**config.mk**
```make
export PLATFORM = sky130hd
export DESIGN_NAME = bram1_client
export DESIGN_NICKNAME = d
export VERILOG_FILES = /design/src/rtl/bram1_client.sv
export SDC_FILE = /design/constraint.sdc
export NUM_CORES = 1
export LEC_CHECK = 0
export ABC_AREA = 1
export BUFFER_PORTS_ARGS = -buffer_cell sky130_fd_sc_hd__buf_2
export CAP_MARGIN = 10
export CORE_MARGIN = 8
export CORE_UTILIZATION = 35
export DETAILED_ROUTE_END_ITERATION = 8
export MAX_ROUTING_LAYER = met4
export PLACE_DENSITY = 0.57
export SKIP_CTS_REPAIR_TIMING = 1
export SLEW_MARGIN = 40
export SYNTH_ARGS = -nofsm -noshare
export SYNTH_HDL_FRONTEND = slang
export SYNTH_SLANG_ARGS = --single-unit
```
**constraint.sdc**
```tcl
create_clock -name CLK -period 2 [get_ports CLK]
set_input_delay 0.2 -clock CLK [delete_from_list [all_inputs] [get_ports CLK]]
set_output_delay 0.2 -clock CLK [all_outputs]
set_load 0.01 [all_outputs]
```
**src/rtl/bram1_client.sv**
```systemverilog
// Requester for a single-ported BRAM: issues read/write requests, tracks read latency
// and returns read data in order through a credit-protected response FIFO.
module bram1_client #(
    parameter int ADDR_WIDTH = 1,
    parameter int DATA_WIDTH = 1,
    parameter int PIPELINED  = 0,
    parameter int RESP_DEPTH = 2
) (
    input  logic                  CLK,
    input  logic                  RST,
    input  logic                  req_valid,
    output logic                  req_ready,
    input  logic                  req_write,
    input  logic [ADDR_WIDTH-1:0] req_addr,
    input  logic [DATA_WIDTH-1:0] req_data,
    output logic                  resp_valid,
    input  logic                  resp_ready,
    output logic [DATA_WIDTH-1:0] resp_data,
    output logic                  bram_en,
    output logic                  bram_we,
    output logic [ADDR_WIDTH-1:0] bram_addr,
    output logic [DATA_WIDTH-1:0] bram_di,
    input  logic [DATA_WIDTH-1:0] bram_do
);

    localparam int LAT = (PIPELINED != 0) ? 2 : 1;
    localparam int CW  = $clog2(RESP_DEPTH + 1);
    localparam int PW  = (RESP_DEPTH > 1) ? $clog2(RESP_DEPTH) : 1;
    localparam logic [CW-1:0] DEPTH_C  = CW'(RESP_DEPTH);
    localparam logic [PW-1:0] LAST_IDX = PW'(RESP_DEPTH - 1);

    logic [LAT-1:0]        tag;
    logic [CW-1:0]         fifo_count;
    logic [CW-1:0]         inflight;
    logic [CW-1:0]         credits;
    logic [PW-1:0]         head;
    logic [PW-1:0]         tail;
    logic [DATA_WIDTH-1:0] fifo_mem [RESP_DEPTH];
    logic                  accept;
    logic                  rd_accept;
    logic                  push;
    logic                  pop;

    function automatic logic [PW-1:0] next_ptr(input logic [PW-1:0] p);
        return (p == LAST_IDX) ? '0 : p + PW'(1);
    endfunction

    // Every outstanding read owns a FIFO slot, so a push can never find the FIFO full.
    assign credits    = DEPTH_C - fifo_count - inflight;
    assign req_ready  = !RST && (req_write || (credits != '0));
    assign accept     = req_valid && req_ready;
    assign rd_accept  = accept && !req_write;
    assign push       = tag[LAT-1];
    assign resp_valid = !RST && (fifo_count != '0);
    assign pop        = resp_valid && resp_ready;
    assign resp_data  = fifo_mem[head];

    assign bram_en    = accept;
    assign bram_we    = accept && req_write;
    assign bram_addr  = req_addr;
    assign bram_di    = req_data;

    // NOTE: sequential state uses non-blocking assignments so every register samples pre-edge values.
    always_ff @(posedge CLK) begin
        if (RST) begin
            tag        <= '0;
            inflight   <= '0;
            fifo_count <= '0;
            head       <= '0;
            tail       <= '0;
        end else begin
            tag <= LAT'({tag, rd_accept});

            case ({rd_accept, push})
                2'b10:   inflight <= inflight + CW'(1);
                2'b01:   inflight <= inflight - CW'(1);
                default: inflight <= inflight;
            endcase

            case ({push, pop})
                2'b10:   fifo_count <= fifo_count + CW'(1);
                2'b01:   fifo_count <= fifo_count - CW'(1);
                default: fifo_count <= fifo_count;
            endcase

            if (push) tail <= next_ptr(tail);
            if (pop)  head <= next_ptr(head);
        end
    end

    // NOTE: FIFO storage has no reset; the pointers and count decide which entries are meaningful.
    always_ff @(posedge CLK) begin
        if (push) fifo_mem[tail] <= bram_do;
    end

endmodule

```
==> flow_summary.json <==
{
  "drv_slew": 0,
  "synth_seq_cells": 10,
  "multi_input_comb_area_um2": 223,
  "crit_type": "reg2reg",
  "slew_headroom_pct": 86.1,
  "ant_nets": 0,
  "dpl.cell_count": 91,
  "numCtsBuffers": 3,
  "fin_cells": 95,
  "first_pass_iters": 4,
  "r2r_end": "inflight[1]$_SDFFE_PP0P_",
  "synth_cells": 68,
  "syn_to_final_growth_pct": 15.6,
  "arrival_ps": 1920,
  "hold_path_class": "in2reg",
  "setup_viol": 0,
  "dp_hpwl_um": 707,
  "holdPathEnd": "fifo_mem[0]$_DFFE_PP_",
  "chipHeight_um": 54.2,
  "overflow": 0,
  "clockBufferDepth": 2,
  "yosysTopAreaCell": "dfxtp_1",
  "wl_per_cell_um": 9.05,
  "fill_cells": 154,
  "cp-start-kind": "flop",
  "finalSetupTns_ps": 0,
  "vias_per_cell": 4.60,
  "synth-seq-area-share_pct": 43.0,
  "io_buffers": 10,
  "syn_area_per_cell_um2": 7.53,
  "rows": 13,
  "wl_um": 860,
  "synth_area_um2": 512,
  "diodes": 0,
  "outcome": "completed",
  "cts_tree": "built",
  "drc": 0,
  "cp-end-kind": "flop",
  "nets": 92,
  "grt_pass1_wl_um": 1410,
  "hold_viol_final": 0,
  "chipWidth_um": 54.2,
  "min_path_cells": 1,
  "rr_worst_depth": 10,
  "grt_max_degree": 9,
  "yosys_warnings": 0,
  "start_util_pct": 38.4,
  "synth_area_leaders": "dfxtp_1, edfxtp_1, inv_1",
  "vias": 437,
  "rsz0062_at_grt": "false",
  "peakVddDrop_mv": 0.280,
  "synth_top_area_share_pct": 31.3,
  "register_area_um2": 220,
  "maxCapViolations": 0,
  "r2r-start": "fifo_count[0]$_SDFFE_PP0P_",
  "htreeDepth": 1,
  "clk_pin_slew_worst_paths_ps": 70,
  "skew_ps": 2.28,
  "numClockSinks": 10,
  "ff2ff_setup_slack_ps": 230,
  "fmax_ghz": 0.566,
  "antenna_found_initial": 0,
  "cp.required_ps": 2150,
  "io_pins": 15,
  "synth.distinct_cells": 17,
  "leakage_uw": 0.000286,
  "grt_usage_pct": 6.89,
  "die_area_um2": 2940,
  "clk_latency_ps": 260,
  "first_iter_violations": 7,
  "root_buffer": "clkbuf_4",
  "grt_pass1_vias": 388,
  "powerDensity_nw_per_um2": 732,
  "finalCritPeriodShare_pct": 88.3,
  "worst_pin_slew_ps": 208,
  "cp_max_fo": 4,
  "core_area_um2": 1330,
  "gp_congestion": 0.678,
  "min_from": "bram_do",
  "drive_above_1_share_pct": 23.8,
  "syn-num-nets": 79,
  "period_needed_ps": 1770
}
critical path: stages (launching register included):
cell and delay (ps):
dfxtp_1 360, inv_2 70, ha_1 270, nor2_1 30, nand3_1 110, nand4_1 100
ha_1 330, nor2_1 110, nand2_1 70, o21ai_0 150, a21oi_1 60
layer usage:
layer  part of all wire, %  wire, um  GRT usage, %  vias up
li1                      -         -             -      240
met1                    48       417          6.80      185
met2                    41       355          10.3       10
met3                   8.8        76          2.71        2
met4                   1.2        10          6.15        0
met5                     0         0             -        -
synth_stat cells:
library cell and count:
nand2_1 11, a21oi_2 1, dfxtp_1 8, mux2_2 1, nand4_1 1, buf_4 2, nor2_1 8, nand2_2 2
nor3_1 1, edfxtp_1 2, o21ai_0 4, inv_1 12, inv_2 1, clkinv_2 1, nand3_1 4, ha_1 3
a21oi_1 6
how the worst max path moves through the flow:
| stage | endpoint | slack, ps | from | cells after the start |
|---|---|---|---|---|
| 2_1_floorplan | inflight[1]$_SDFFE_PP0P_ | 360 | fifo_count[0]$_SDFFE_PP0P_ | 10 |
| 3_3_place_gp | inflight[1]$_SDFFE_PP0P_ | 270 | inflight[0]$_SDFFE_PP0P_ | 10 |
| 3_5_place_dp | inflight[1]$_SDFFE_PP0P_ | 260 | fifo_count[0]$_SDFFE_PP0P_ | 10 |
| 4_1_cts | inflight[1]$_SDFFE_PP0P_ | 230 | fifo_count[0]$_SDFFE_PP0P_ | 10 |
| 5_1_grt | inflight[1]$_SDFFE_PP0P_ | 60 | inflight[0]$_SDFFE_PP0P_ | 10 |
| 6_report | inflight[1]$_SDFFE_PP0P_ | 230 | fifo_count[0]$_SDFFE_PP0P_ | 10 |
kinds of logic (layout without fill, tap and decap cells):
family	count (synthesis)	after routing	share of synthesized area, %
buffers and inverters	16	28	13.4
muxes	1	1	2.20
and+or+nand+nor	27	27	22.5
DFF	10	10	43.0
adders and majority gates	3	3	7.34
AOI/OAI and AO/OA	11	11	11.5
registers in the layout, summed over array words and instances (netlist names), named ones only:
| name | flops |
|---|---|
| head | 1 |
| fifo_count | 2 |
| push | 1 |
| inflight | 2 |
| tail | 1 |
| fifo_mem | 2 |
power by group:
part           internal [uW]  leakage (uW)  switching [uW]
clock network           71.9     0.0000154            65.9
registers                217     0.0000834            6.66
logic                   30.0      0.000188            42.3
area by class of cell:
type	instances	share of cell area (%)
Multi-Input combinational cell	42	37.6
Sequential cell	10	37.2
Inverter	14	9.09
Timing Repair Buffer	10	8.46
Clock buffer	3	3.81
Tap cell	15	3.17
Clock inverter	1	0.634
per-stage QoR:
| step | total power, uW | worst slack (ps) | utilization (%) | cell area (um2) | hold WS, ps |
|---|---|---|---|---|---|
| 2_1_floorplan | 281 | 364 | - | 512 | 269 |
| 3_3_place_gp | 300 | 269 | 42.4 | 566 | 394 |
| 3_5_place_dp | 301 | 258 | 42.4 | 566 | 397 |
| 4_1_cts | 441 | 234 | 44.4 | 592 | 125 |
| 5_1_grt | 462 | 63.0 | 44.4 | 592 | 118 |
| 6_report | 433 | 233 | 44.4 | 592 | 138 |
cells in the final DEF (no fill, tap or decap), types with 2 or more instances in the layout:
master	count
nor2_1	8
ha_1	3
buf_2	10
clkbuf_4	3
nand3_1	4
nand2_2	2
inv_1	12
dfxtp_1	8
edfxtp_1	2
a21oi_1	6
o21ai_0	4
nand2_1	11
No activity file was read; power rests on OpenSTA's default activity.
